==> src/rtl/image_ram_writer_pkg.sv <==
// Shared definitions for the 64x64 monochrome image path: opcodes, FSM
// encoding and image geometry used by both the writer and the scan stage.
package image_ram_writer_pkg;

  localparam int IMG_ADDR_W = 12;
  localparam int IMG_X_W    = 6;

  typedef enum logic [1:0] {
    OP_PIXEL  = 2'b00,
    OP_FILL   = 2'b01,
    OP_WORD   = 2'b10,
    OP_STATUS = 2'b11
  } opcode_t;

  typedef enum logic [1:0] {
    ST_IDLE = 2'b00,
    ST_FILL = 2'b01,
    ST_WORD = 2'b10
  } state_t;

  // Opcode lives in the top two bits of the Nios dataa operand.
  function automatic opcode_t cmd_op(input logic [31:0] dataa);
    return opcode_t'(dataa[31:30]);
  endfunction

endpackage

==> src/rtl/image_ram_writer_if.sv <==
// Nios custom-instruction handshake plus image RAM write port, bundled so the
// CPU side (master) and the writer (slave) share one connection.
interface image_ram_writer_if
  import image_ram_writer_pkg::*;
#(
  parameter int ADDR_W = IMG_ADDR_W
) ();

  logic [31:0]       dataa;
  logic [31:0]       datab;
  logic              start;
  logic              clk_en;
  logic [31:0]       result;
  logic              done;
  logic [ADDR_W-1:0] wraddress;
  logic              data;
  logic              wren;

  modport master (
    output dataa, datab, start, clk_en,
    input  result, done, wraddress, data, wren
  );

  modport slave (
    input  dataa, datab, start, clk_en,
    output result, done, wraddress, data, wren
  );

endinterface

==> src/rtl/image_ram_writer.sv <==
// Nios custom instruction that writes 1-bit pixels into the image RAM write
// port: single pixel, 32-pixel word, full-frame fill and write-count status.
module image_ram_writer
  import image_ram_writer_pkg::*;
#(
  parameter int ADDR_W = IMG_ADDR_W,
  parameter int X_W    = IMG_X_W
) (
  input  logic               clk,
  input  logic               reset,
  image_ram_writer_if.slave  io_nios
);

  localparam logic [ADDR_W-1:0] LAST_ADDR = {ADDR_W{1'b1}};

  state_t            r_state;
  state_t            w_next_state;

  logic [ADDR_W-1:0] r_idx;
  logic [4:0]        r_bit;
  logic [31:0]       r_payload;
  logic              r_blk;
  logic [31:0]       r_count;

  logic [31:0]       r_result;
  logic              r_done;
  logic [ADDR_W-1:0] r_wraddr;
  logic              r_data;
  logic              r_wren;

  opcode_t                 w_op;
  logic [ADDR_W-X_W-1:0]   w_y;
  logic [X_W-1:0]          w_x;
  logic [ADDR_W-1:0]       w_cmd_addr;
  logic                    w_accept;
  logic                    w_unused_dataa;

  logic              w_wren;
  logic              w_data;
  logic [ADDR_W-1:0] w_addr;
  logic              w_done;
  logic [31:0]       w_result;
  logic [ADDR_W-1:0] w_idx_n;
  logic [4:0]        w_bit_n;
  logic [31:0]       w_payload_n;
  logic              w_blk;

  function automatic logic [ADDR_W-1:0] word_base(input logic [ADDR_W-1:0] a);
    return {a[ADDR_W-1:5], 5'b0};
  endfunction

  assign w_op           = cmd_op(io_nios.dataa);
  assign w_y            = io_nios.dataa[ADDR_W-1:X_W];
  assign w_x            = io_nios.dataa[X_W-1:0];
  assign w_cmd_addr     = {w_y, w_x};
  assign w_unused_dataa = &{1'b0, io_nios.dataa[29:ADDR_W]};

  // A start seen during the done cycle of FILL/WORD must not launch a command.
  assign w_accept = io_nios.start & ~r_blk;

  // ---- state register ----
  always_ff @(posedge clk) begin
    if (reset) begin
      r_state <= ST_IDLE;
    end else if (io_nios.clk_en) begin
      r_state <= w_next_state;
    end
  end

  // ---- next-state logic ----
  always_comb begin
    w_next_state = r_state;
    unique case (r_state)
      ST_IDLE: begin
        if (w_accept) begin
          unique case (w_op)
            OP_FILL:   w_next_state = ST_FILL;
            OP_WORD:   w_next_state = ST_WORD;
            OP_PIXEL:  w_next_state = ST_IDLE;
            OP_STATUS: w_next_state = ST_IDLE;
          endcase
        end
      end
      ST_FILL: if (r_idx == LAST_ADDR) w_next_state = ST_IDLE;
      ST_WORD: if (r_bit == 5'd31)     w_next_state = ST_IDLE;
      default: w_next_state = ST_IDLE;
    endcase
  end

  // ---- output / datapath next values ----
  always_comb begin
    w_wren      = 1'b0;
    w_done      = 1'b0;
    w_result    = '0;
    w_addr      = r_wraddr;
    w_data      = r_data;
    w_idx_n     = r_idx;
    w_bit_n     = r_bit;
    w_payload_n = r_payload;
    unique case (r_state)
      ST_IDLE: begin
        if (w_accept) begin
          unique case (w_op)
            OP_PIXEL: begin
              w_wren = 1'b1;
              w_addr = w_cmd_addr;
              w_data = io_nios.datab[0];
              w_done = 1'b1;
            end
            OP_FILL: begin
              w_wren      = 1'b1;
              w_addr      = '0;
              w_data      = io_nios.datab[0];
              w_payload_n = io_nios.datab;
              w_idx_n     = ADDR_W'(1);
            end
            OP_WORD: begin
              w_wren      = 1'b1;
              w_addr      = word_base(w_cmd_addr);
              w_data      = io_nios.datab[0];
              w_payload_n = io_nios.datab;
              w_idx_n     = word_base(w_cmd_addr) + ADDR_W'(1);
              w_bit_n     = 5'd1;
            end
            OP_STATUS: begin
              w_done   = 1'b1;
              w_result = r_count;
            end
          endcase
        end
      end
      ST_FILL: begin
        w_wren  = 1'b1;
        w_addr  = r_idx;
        w_data  = r_payload[0];
        w_done  = (r_idx == LAST_ADDR);
        w_idx_n = r_idx + ADDR_W'(1);
      end
      ST_WORD: begin
        w_wren  = 1'b1;
        w_addr  = r_idx;
        w_data  = r_payload[r_bit];
        w_done  = (r_bit == 5'd31);
        w_idx_n = r_idx + ADDR_W'(1);
        w_bit_n = r_bit + 5'd1;
      end
      default: ;
    endcase
  end

  assign w_blk = w_done & (r_state != ST_IDLE);

  // ---- registered outputs and write counter ----
  always_ff @(posedge clk) begin
    if (reset) begin
      r_wren   <= 1'b0;
      r_done   <= 1'b0;
      r_result <= '0;
      r_wraddr <= '0;
      r_data   <= 1'b0;
      r_count  <= '0;
      r_blk    <= 1'b0;
    end else if (io_nios.clk_en) begin
      r_wren   <= w_wren;
      r_done   <= w_done;
      r_result <= w_result;
      r_wraddr <= w_addr;
      r_data   <= w_data;
      r_count  <= r_count + 32'(w_wren);
      r_blk    <= w_blk;
    end
  end

  // Walk pointers and payload are only meaningful inside FILL/WORD.
  always_ff @(posedge clk) begin
    if (io_nios.clk_en) begin
      r_idx     <= w_idx_n;
      r_bit     <= w_bit_n;
      r_payload <= w_payload_n;
    end
  end

  assign io_nios.wren      = r_wren;
  assign io_nios.done      = r_done;
  assign io_nios.result    = r_result;
  assign io_nios.wraddress = r_wraddr;
  assign io_nios.data      = r_data;

endmodule

==> src/flat_wrapper.sv <==
// flat-port wrapper written by rule: the top's interface ports become plain ports
module image_ram_writer_flat import image_ram_writer_pkg::*;
#(
  parameter int ADDR_W = IMG_ADDR_W,
  parameter int X_W    = IMG_X_W
)
  (clk, reset, io_nios_dataa, io_nios_datab, io_nios_start, io_nios_clk_en, io_nios_result, io_nios_done, io_nios_wraddress, io_nios_data, io_nios_wren);
  image_ram_writer_if #(.ADDR_W(ADDR_W)) io_nios_i ();
  input  logic clk;
  input  logic reset;
  input wire logic [$bits(io_nios_i.dataa)-1:0] io_nios_dataa;
  input wire logic [$bits(io_nios_i.datab)-1:0] io_nios_datab;
  input wire logic [$bits(io_nios_i.start)-1:0] io_nios_start;
  input wire logic [$bits(io_nios_i.clk_en)-1:0] io_nios_clk_en;
  output wire logic [$bits(io_nios_i.result)-1:0] io_nios_result;
  output wire logic [$bits(io_nios_i.done)-1:0] io_nios_done;
  output wire logic [$bits(io_nios_i.wraddress)-1:0] io_nios_wraddress;
  output wire logic [$bits(io_nios_i.data)-1:0] io_nios_data;
  output wire logic [$bits(io_nios_i.wren)-1:0] io_nios_wren;
  assign io_nios_i.dataa = io_nios_dataa;
  assign io_nios_i.datab = io_nios_datab;
  assign io_nios_i.start = io_nios_start;
  assign io_nios_i.clk_en = io_nios_clk_en;
  assign io_nios_result = io_nios_i.result;
  assign io_nios_done = io_nios_i.done;
  assign io_nios_wraddress = io_nios_i.wraddress;
  assign io_nios_data = io_nios_i.data;
  assign io_nios_wren = io_nios_i.wren;
  image_ram_writer #(.ADDR_W(ADDR_W), .X_W(X_W)) u_core (.clk(clk), .reset(reset), .io_nios(io_nios_i));
endmodule
==> config.mk <==
export PLATFORM = sky130hd
export DESIGN_NAME = image_ram_writer_flat
export DESIGN_NICKNAME = d
export VERILOG_FILES = /design/src/rtl/image_ram_writer_pkg.sv /design/src/rtl/image_ram_writer_if.sv /design/src/rtl/image_ram_writer.sv /design/src/flat_wrapper.sv
export SDC_FILE = /design/constraint.sdc
export NUM_CORES = 1
export LEC_CHECK = 0
export CAP_MARGIN = 10
export CORE_ASPECT_RATIO = 1.1
export CORE_UTILIZATION = 45
export DETAILED_ROUTE_END_ITERATION = 10
export PLACE_DENSITY = 0.71
export REMOVE_ABC_BUFFERS = 1
export SYNTH_ARGS = -nofsm -noshare
export SYNTH_HDL_FRONTEND = slang
export SYNTH_SLANG_ARGS = --single-unit
==> constraint.sdc <==
create_clock -name clk -period 12.83 [get_ports clk]
set_input_delay 2.566 -clock clk [delete_from_list [all_inputs] [get_ports clk]]
set_output_delay 2.566 -clock clk [all_outputs]
set_load 0.01 [all_outputs]
* Word-level counts from Yosys, hierarchy flattened
Cells that the tools add are included.
W data, S select, Z words.
** Cells by class
- $lt $le $gt $ge :: 1
- Reductions and logical operators :: 16
- Bitwise operators :: 3
- Add/subtract/negate cells :: 4
- Equal/unequal tests :: 14
- Multiplexer cells :: 28
** Operators by type and width (count)
- $mux W32 :: 3
- $pmux W12 S2 :: 3
- $pmux W12 S3 :: 1
- $add A32 B1 Y32 :: 1
- $add A12 B1 Y12 const B :: 2
- $mux W12 :: 2
- $reduce_and A4 Y1 :: 6
- $eq A12 B12 Y1 const B :: 1
- $pmux W2 S3 :: 2
- $mux W5 :: 2
- $pmux W5 S2 :: 1
- $ne A2 B1 Y1 const B :: 4
- $mux W1 :: 7
- $eq A2 B2 Y1 const B :: 3
- $lt A5 B6 Y1 const B :: 1
- $mux W2 :: 3
- $pmux W1 S3 :: 2
- $reduce_bool A2 Y1 :: 3
- $reduce_or A2 Y1 :: 3
- $add A5 B1 Y5 const B :: 1
- $bmux W1 S5 :: 1
- $eq A5 B5 Y1 const B :: 1
- $eq A2 B1 Y1 const B :: 2
- $logic_not A2 Y1 :: 2
- other kinds (8) :: 9
** Word-level totals
- Bits in registers :: 131
- Word-level logic and storage cells :: 77
- Output and inout bits :: 47
- Bits of input ports :: 68

* Logic depth before layout (Yosys ltp)
- Depth after elaboration :: 6
- Gate-level depth with buffers :: 11
- Mapped depth without buffers :: 10

* Worst setup path before layout
OpenSTA, ideal clock, no wires.
- Path kind :: input to register
- Start point :: input port io_nios_clk_en
- End point :: register u_core.r_payload[0], enable pin
- Setup slack :: 6.963 ns
- Data arrival time :: 5.406 ns
- Path buffers :: 2
- Stages on the path :: 4
- Library setup time :: 0.461 ns
- Path through :: buf_2 clkinv_1 clkbuf_1 nor3_1
** Between the ends
- Longest elaborated chain between the ends :: 1
** Ends and longest elaborated chain
- from (decl) :: line flat_wrapper.sv:14 : input wire logic [$bits(io_nios_i.clk_en)-1:0] io_nios_clk_en;
- $reduce_and A4 Y1 (no source line)
- to (signal assigned) :: line image_ram_writer.sv:179 : r_payload <= w_payload_n;
- to (decl) :: line image_ram_writer.sv:21 : logic [31:0] r_payload;
No other way between the ends.
A chain may end at the register's enable or synchronous reset.

* Final worst setup path
- Start point :: input port io_nios_start
- End point :: register u_core.r_count[28]
** Between the ends
- Longest elaborated chain between the ends :: 4
** Ends and longest elaborated chain
- from (decl) :: line flat_wrapper.sv:13 : input wire logic [$bits(io_nios_i.start)-1:0] io_nios_start;
- $and A1 B1 Y1 :: line image_ram_writer.sv:59 : assign w_accept = io_nios.start & ~r_blk;
- $mux W1 :: line image_ram_writer.sv:102 : if (w_accept) begin
- $pmux W1 S2 :: line image_ram_writer.sv:100 : unique case (r_state)
- net u_core.w_wren :: line image_ram_writer.sv:38 : logic w_wren;
- $add A32 B1 Y32 :: line image_ram_writer.sv:169 : r_count <= r_count + 32'(w_wren);
- to (signal assigned) :: line image_ram_writer.sv:169
- to (decl) :: line image_ram_writer.sv:23 : logic [31:0] r_count;
The timed path passes the listed nets, and every way through them passes these cells.

==> out/results.tsv <==
metric	value	unit
synthTopCellsByArea	dfxtp_1 29%, edfxtp_1 26%, nor2_1 6.6%, a22oi_1 4.9%, xor2_1 4.6%	
hold_viol_final	0	
htree_num_levels	4	
powerDensity	130.8	nW/um^2
slew_viol_final	0	
p_sw	206.7	uW
max_freq	189.8	MHz
ys_seq_elements	131	
path_class	primary input to register	
fill_cells	1024	
grt_pass1_wl	20450	um
required	13080	ps
dr.first_iter.drc_count	292	
yosysWarnings	0	
dieArea	13020	um^2
synth_top_area_share	29.03	%
outcome	finished, final reports clean	
rsz0062_at_grt	false	
power.share.sequential	47.6	%
fp-row-count	42	
hpwl	8345	um
tns	0	ps
drv_cap	0	
grt_max_degree	84	
total_power	949.3	uW
clk_latency	400	ps
cp_data_arrival_time	5520	ps
synth_ff_type	dfxtp_1	
wl_per_cell	15.46	um
drt-pass1-iter-count	5	
syn_to_final_growth	28.39	%
cts_resized	0	
vias	4372	
avgSynthCellArea	10.39	um^2
ctsHoldBuffers	0	
cp-start-kind	primary input	
numCtsBuffers	17	
hp-class	register to register	
tritoncts	done	
routed_wl	12400	um
relSlewSlack	20.10	%
synth_edf_count	49	
p_clk_share	44.6	%
leakage	0.002582	uW
cts_setup_buffers	0	
globalplace.congestion	0.7905	
synthArstFlopShare	0	%
synth_common_cells	100 x nor2_1, 82 x dfxtp_1, 49 x edfxtp_1, 37 x a22oi_1, 32 x nand2_1	
switching_share	21.78	%
initial_utilization	46.58	%
max-clock-path-buffers	2	
ios	115	
ir_drop	0.06451	mV
netlist-cell-type-count	45	
post-route-min-period	5269	ps
yosysSeqAreaShare	55.06	%
internal-power	742.6	uW
coreArea	12140	um^2
drc	0	
path_clk_slew	50	ps
grt_overflow	0	
crit_path_end_kind	register	
grt_pass1_vias	4312	
combPwrFrac	7.9	%
min_period_over_period	41.07	%
antenna_found_initial	0	
final_nets	717	
drive_above_1_share	6.481	%
cp_max_fo	8	
root_buffer	clkbuf_16	
dieHeight	119.6	um
drtAntennaViolNets	0	
syn_inst	544	
reg2reg_setup_slack	9130	ps
port_buffers	96	
clock_sinks	131	
final.setup_skew	6.920	ps
viasPerCell	5.451	
tightestPinTransition	1199	ps
synthesis.area	5654	um^2
finalSetupViolCount	0	
antenna_cells	0	
synth_top_cell_by_area	dfxtp_1	
grt_usage	20.12	%
yosysMostFrequentCell	nor2_1	
die-width	108.9	um
==> logic make-up after synthesis <==
family,share of synthesized area [%]
simple gates,18.04
flops,55.06
compound gates,10.29
buf+inv,3.031
xor+xnor,6.506
mux,3.983
fa+ha+maj,3.098
==> final timing paths <==
path | to | depth (start not counted) | startpoint
setup reg to reg | u_core.r_count[28] | 10 | u_core.r_state[0]
hold reg to reg | u_core.io_nios.wraddress[4] | 2 | u_core.io_nios.wraddress[4]
setup / recovery | u_core.r_count[28] | 10 | io_nios_start
hold / removal | u_core.io_nios.wraddress[4] | 2 | u_core.io_nios.wraddress[4]
==> state kept, by name, indices dropped and copies added (netlist names) <==
| name | cells |
|---|---|
| u_core.r_state | 2 |
| u_core.io_nios.wraddress | 12 |
| u_core.r_count | 32 |
| u_core.io_nios.data | 1 |
| u_core.r_idx | 12 |
| u_core.r_payload | 32 |
| u_core.io_nios.result | 32 |
| u_core.r_bit | 5 |
| u_core.io_nios.wren | 1 |
| u_core.io_nios.done | 1 |
| u_core.r_blk | 1 |
==> layout by cell type (no fill, tap or decap), types with 10 or more instances in the layout <==
master and instances:
a211oi_1 11, a22oi_1 37, and2_1 10, clkbuf_16 18
clkdlybuf4s50_1 95, dfxtp_1 82, edfxtp_1 49, ha_1 14
inv_1 15, nand2_1 32, nand3_1 21, nand4_1 18
nor2_1 100, xnor2_1 12, xor2_1 30
==> critical path: stages <==
cell and delay [ps]:
clkdlybuf4s50_1 470, nor2b_1 320, a31oi_1 140, nor2_1 280, ha_1 270, nand4_1 190
nor4_2 770, nand4_1 260, xor2_1 190, nor2_1 50
==> power groups by stage <==
stage	Clock, uW	Sequential (uW)	Combinational, uW
after floorplan	0	461	34.1
after global placement	0	459	72.1
after detailed placement	0	460	74.5
after CTS	432	451	75.0
after global routing	447	453	82.5
final	423	451	74.6
==> metrics by stage <==
step / hold slack [ps] / cell area (um^2) / instances / util (%) / worst slack (ps)
6_report: 498.8 / 7259 / 802 / 59.80 / 7561
5_1_grt: 529.1 / 7259 / 802 / 59.80 / 7271
4_1_cts: 500.6 / 7259 / 802 / 59.80 / 7636
3_5_place_dp: 493.0 / 6739 / 770 / 55.51 / 7242
3_3_place_gp: 479.5 / 6739 / 770 / 55.51 / 7347
2_1_floorplan: 460.8 / 5543 / 515 / - / 6869
==> layer usage <==
layer  wire, um  vias up  track usage (%)
met3        555       10            4.400
met5          0        -                0
met2       6138      106            33.37
met4         95        0            6.672
met1       5606     2127            25.77
li1           -     2129                -
==> final cells by class <==
cell class	instances	area [um^2]	share of cell area [%]
well taps	154	192.7	2.654
clock buffers	26	490.5	6.756
inverters	16	60.06	0.8273
multi-input cells	368	2380	32.78
clock inverters	6	30.03	0.4137
repair buffers	101	993.5	13.68
flip-flops and latches	131	3113	42.88
Note: power is estimated with default switching activity, not from simulation.
